**src/rtl/btn_arb_pkg.sv**
```systemverilog
// Shared FSM state type and default auto-repeat timing (50 MHz clock) for the button event arbiter.
package btn_arb_pkg;

  typedef enum logic {
    IDLE  = 1'b0,
    OFFER = 1'b1
  } arb_state_t;

  localparam int REPEAT_DLY_DEF = 50_000_000;
  localparam int REPEAT_PER_DEF = 10_000_000;

endpackage

```
**src/rtl/rr_pick.sv**
```systemverilog
// Round-robin selector: first set request at or after (last+1) mod N, wrapping to 0.
// Purely combinational, zero latency; no backpressure (caller decides when to use grant).
module rr_pick #(
  parameter  int N   = 4,
  localparam int IDW = $clog2(N)
) (
  input  logic [N-1:0]   req,
  input  logic [IDW-1:0] last,
  output logic [IDW-1:0] grant_id,
  output logic           any
);

  always_comb begin
    int idx;
    idx      = 0;
    grant_id = '0;
    any      = 1'b0;
    for (int i = 1; i <= N; i++) begin
      idx = int'(last) + i;
      if (idx >= N) idx = idx - N;
      if (!any && req[IDW'(idx)]) begin
        any      = 1'b1;
        grant_id = IDW'(idx);
      end
    end
  end

endmodule

```
**src/rtl/btn_event_arbiter.sv**
```systemverilog
// Turns debounced button levels into a round-robin stream of press events; BTN_AUTO_REPEAT_EN adds held-key repeats.
// Latency: rise in cycle t -> o_PENDING at t+1, o_VALID/o_ID at t+2; at most one event per 2 cycles.
// Backpressure: o_ID holds until i_READY; further presses on a pending channel coalesce and pulse o_DROP.
module btn_event_arbiter
  import btn_arb_pkg::*;
#(
  parameter  int N          = 4,
  parameter  int REPEAT_DLY = REPEAT_DLY_DEF,
  parameter  int REPEAT_PER = REPEAT_PER_DEF,
  localparam int IDW        = $clog2(N)
) (
  input  logic           i_CLK,
  input  logic           i_RST_N,
  input  logic [N-1:0]   i_DB,
  output logic           o_VALID,
  output logic [IDW-1:0] o_ID,
  input  logic           i_READY,
  output logic [N-1:0]   o_PENDING,
  output logic           o_DROP
);

  arb_state_t     state, state_nxt;
  logic [N-1:0]   prev, pend, pend_nxt, rise, evt, acc_mask, drop_vec;
  logic [IDW-1:0] id_q, id_nxt, last, last_nxt, grant_id;
  logic           any, accept, drop_q;

  assign rise = i_DB & ~prev;

`ifdef BTN_AUTO_REPEAT_EN
  localparam int             CW         = $clog2(REPEAT_DLY + 1);
  localparam logic [CW-1:0]  CNT_FIRE   = CW'(REPEAT_DLY - 1);
  localparam logic [CW-1:0]  CNT_RELOAD = CW'(REPEAT_DLY - REPEAT_PER);

  logic [CW-1:0] rpt_cnt [N];
  logic [N-1:0]  rpt;

  // Fires on the cycle the count would reach REPEAT_DLY, so repeats line up with the press cycle.
  always_comb begin
    rpt = '0;
    for (int k = 0; k < N; k++)
      rpt[k] = i_DB[k] && !rise[k] && (rpt_cnt[k] == CNT_FIRE);
  end

  always_ff @(posedge i_CLK or negedge i_RST_N) begin
    if (!i_RST_N) begin
      for (int k = 0; k < N; k++) rpt_cnt[k] <= '0;
    end else begin
      for (int k = 0; k < N; k++) begin
        if (rise[k] || !i_DB[k])         rpt_cnt[k] <= '0;
        else if (rpt_cnt[k] == CNT_FIRE) rpt_cnt[k] <= CNT_RELOAD;
        else                             rpt_cnt[k] <= rpt_cnt[k] + 1'b1;
      end
    end
  end

  assign evt = rise | rpt;
`else
  logic unused_repeat_cfg;
  assign unused_repeat_cfg = ^(REPEAT_DLY ^ REPEAT_PER);
  assign evt = rise;
`endif

  assign accept = (state == OFFER) && i_READY;

  always_comb begin
    acc_mask = '0;
    if (accept) acc_mask[id_q] = 1'b1;
  end

  // A new event on the channel being accepted re-arms it instead of coalescing.
  assign drop_vec = evt & pend & ~acc_mask;
  assign pend_nxt = (pend & ~acc_mask) | evt;

  rr_pick #(.N(N)) u_rr_pick (
    .req      (pend),
    .last     (last),
    .grant_id (grant_id),
    .any      (any)
  );

  always_comb begin
    state_nxt = state;
    id_nxt    = id_q;
    last_nxt  = last;
    case (state)
      IDLE: begin
        if (any) begin
          state_nxt = OFFER;
          id_nxt    = grant_id;
        end
      end
      OFFER: begin
        if (i_READY) begin
          state_nxt = IDLE;
          last_nxt  = id_q;
        end
      end
      default: state_nxt = IDLE;
    endcase
  end

  always_ff @(posedge i_CLK or negedge i_RST_N) begin
    if (!i_RST_N) state <= IDLE;
    else          state <= state_nxt;
  end

  // prev resets high so a button held through reset must be released before it counts.
  always_ff @(posedge i_CLK or negedge i_RST_N) begin
    if (!i_RST_N) begin
      prev   <= '1;
      pend   <= '0;
      id_q   <= '0;
      last   <= IDW'(N - 1);
      drop_q <= 1'b0;
    end else begin
      prev   <= i_DB;
      pend   <= pend_nxt;
      id_q   <= id_nxt;
      last   <= last_nxt;
      drop_q <= |drop_vec;
    end
  end

  assign o_VALID   = (state == OFFER);
  assign o_ID      = id_q;
  assign o_PENDING = pend;
  assign o_DROP    = drop_q;

endmodule
```
**config.mk**
```make
export PLATFORM = sky130hd
export DESIGN_NAME = btn_event_arbiter
export DESIGN_NICKNAME = d
export VERILOG_FILES = /design/src/rtl/btn_arb_pkg.sv /design/src/rtl/rr_pick.sv /design/src/rtl/btn_event_arbiter.sv
export SDC_FILE = /design/constraint.sdc
export NUM_CORES = 1
export LEC_CHECK = 0
export ABC_AREA = 1
export BUFFER_PORTS_ARGS = -buffer_cell sky130_fd_sc_hd__buf_4
export CAP_MARGIN = 15
export CORE_MARGIN = 5
export CORE_UTILIZATION = 45
export DETAILED_ROUTE_END_ITERATION = 12
export GPL_TIMING_DRIVEN = 0
export PLACE_DENSITY = 0.71
export SLEW_MARGIN = 20
export SYNTH_ARGS = -nofsm -noshare
export SYNTH_HDL_FRONTEND = slang
export SYNTH_SLANG_ARGS = --single-unit
export TNS_END_PERCENT = 30
```
**constraint.sdc**
```tcl
create_clock -name i_CLK -period 3.45 [get_ports i_CLK]
set_input_delay 0.1725 -clock i_CLK [delete_from_list [all_inputs] [get_ports i_CLK]]
set_output_delay 0.1725 -clock i_CLK [all_outputs]
set_load 0.05 [all_outputs]
```
==> results.toml <==
[drt]
viasPerCell = 4.57
drc = 0
via_count = 694
drt_wl_total_mm = 1.59
post_drt_wl_per_cell_um = 10.4
firstDrtPassIters = 4
drt-initial-drc-count = 15
route.antenna.remaining_nets = 0

[clocking]
root_buffer = "clkbuf_4"
clockBufferDepth = 2
htreeDepth = 1
cts_sinks = 14
insertion_delay_ns = 0.27
cts_resized = 0
cts_made_buffers = 3
cts_tree = "done"
clk_pin_slew_ns = 0.08

[global_route]
grt.busiest_layer = "met2"
grt_util_all_layers = 0.139
grt_use_met3 = 0.0342
grtUsageMet1 = 0.167
grt_overflow = 0
grt_pass1_vias = 689
antenna_found_initial = 0
grt_pass1_wl_mm = 2.82
met2_usage = 0.231
grt_max_degree = 15

[timing]
relSlewSlack = 0.815
finClkSkew_ns = 0.00118
grt_setup_unrepaired = "false"
fmax_mhz = 660
worst_pin_slew_ns = 0.276
slew_viol_final = 0
finalHoldViolations = 0
period_minus_slack_ns = 1.52
whs_ns = 0.0721
finalSetupViolations = 0
final.setup.tns_ns = 0
timing.final.crit_share = 0.440

[synthesis]
syn_avg_cell_area_um2 = 7.92
ys_types = 22
ys_seq_area_frac = 0.435
yosysTopAreaCell = "dfrtp_1"
yosysWarningCount = 0
synth_top_area_share = 0.243
syn_area_um2 = 823
synth_seq_cells = 14
syn_nets = 111
post_synth_inst_count = 104
synth_area_leaders = "dfrtp_1, dfstp_2, nand2_1"

[worst_setup_path]
cp-end-kind = "flip-flop"
cp-start-kind = "flip-flop"
cp.required_ns = 3.62
path_class = "reg -> reg"
critPathArrivalTime_ns = 1.69
crit_fanout = 9

[place]
routabilityCongestion = 0.840
portBuffers = 14
dp.final_hpwl_mm = 1.28

[finish]
fin_nets = 135
drive_gt1_frac = 0.331
syn2layout_area_growth_pct = 27.1
final_cell_mix = "nand2_1, buf_4, inv_1, dfrtp_1, nand2_2"
final_common_cell = "nand2_1"
n_antenna_cell = 0
utilization = 0.606

[die]
die_area_um2 = 2790
core_um2 = 1730
rows = 15
die_x_um = 52.8
io_pins = 15
start_util = 0.477
die-height_um = 52.8

[hold_path]
hold_path_class = "in -> reg"

[flow_run]
max-cap-violations = 0

[outcome]
status = "finished clean"
through the flow:
stage	cell area [um^2]	setup WS (ns)	cells
2_1_floorplan	823	1.98	104
3_3_place_gp	960	1.97	143
3_5_place_dp	960	1.94	143
4_1_cts	1010	1.93	148
5_1_grt	1050	1.81	152
6_report	1050	1.93	152
kinds of logic after synthesis:
family,synth area share
AOI/OAI and AO/OA,0.0836
DFF,0.435
buffers and inverters,0.0973
and+or+nand+nor,0.384
area by class of cell:
| cell class | instances | area, um^2 |
|---|---|---|
| plain buffers | 1 | 11.3 |
| clock buffers | 4 | 36.3 |
| fillers | 155 | 681 |
| inverters | 17 | 68.8 |
| multi-input cells | 72 | 385 |
| flip-flops and latches | 14 | 358 |
| well taps | 25 | 31.3 |
| repair buffers | 19 | 155 |
sequential cells by signal, summed over array words and instances, names as in the netlist:
register / flops
last: 2
o_DROP: 1
o_ID: 2
o_PENDING: 4
o_VALID: 1
prev: 4
layer usage:
metal	up-vias	share of wire
met2	8	0.51
met4	0	0.0088
li1	371	-
met1	313	0.45
met3	2	0.034
met5	-	0
cells in the mapped netlist (all sizes together):
cell type and n:
nor2 3, a31oi 2, o21ai 6, a21o 1, buf 1, o22ai 1
nand4 2, nand3 7, a21oi 1, dfrtp 8, o31ai 1, dfstp 6
nand2 47, inv 17, nor3 1
worst max-delay path: stages (launching register included):
cell and delay (ns):
dfstp_2 0.53, buf_6 0.13, inv_6 0.06, nand2_1 0.07, nand2_2 0.09, nand2_4 0.09
nand2_4 0.07, nor2_8 0.09, nand3_4 0.08, nand2_4 0.08, inv_2 0.03, nand2_1 0.05
nand2_1 0.05
final timing paths:
path	end	from	cells after the start	slack, ns
worst max register to register	o_ID[1]$_DFFE_PN0P_	last[0]$_DFFE_PN1N_	12	1.93
min in group asynchronous	o_DROP$_DFF_PN0_	i_RST_N	2	0.28
worst max-delay path	o_ID[1]$_DFFE_PN0P_	last[0]$_DFFE_PN1N_	12	1.93
worst min-delay path	o_VALID$_DFF_PN0_	i_READY	2	0.07
max in group asynchronous	prev[2]$_DFF_PN1_	i_RST_N	2	2.94
worst min register to register	o_PENDING[1]$_DFF_PN0_	prev[1]$_DFF_PN1_	3	0.55
repair_timing:
action                                 CTS  global route
buffers inserted                         0             0
hold buffers                             1             4
endpoints found under the hold margin   14             4
Power is left out: the tool's default activity adds up to more than one toggle a clock period on the data nets, which glitch-free logic cannot reach.
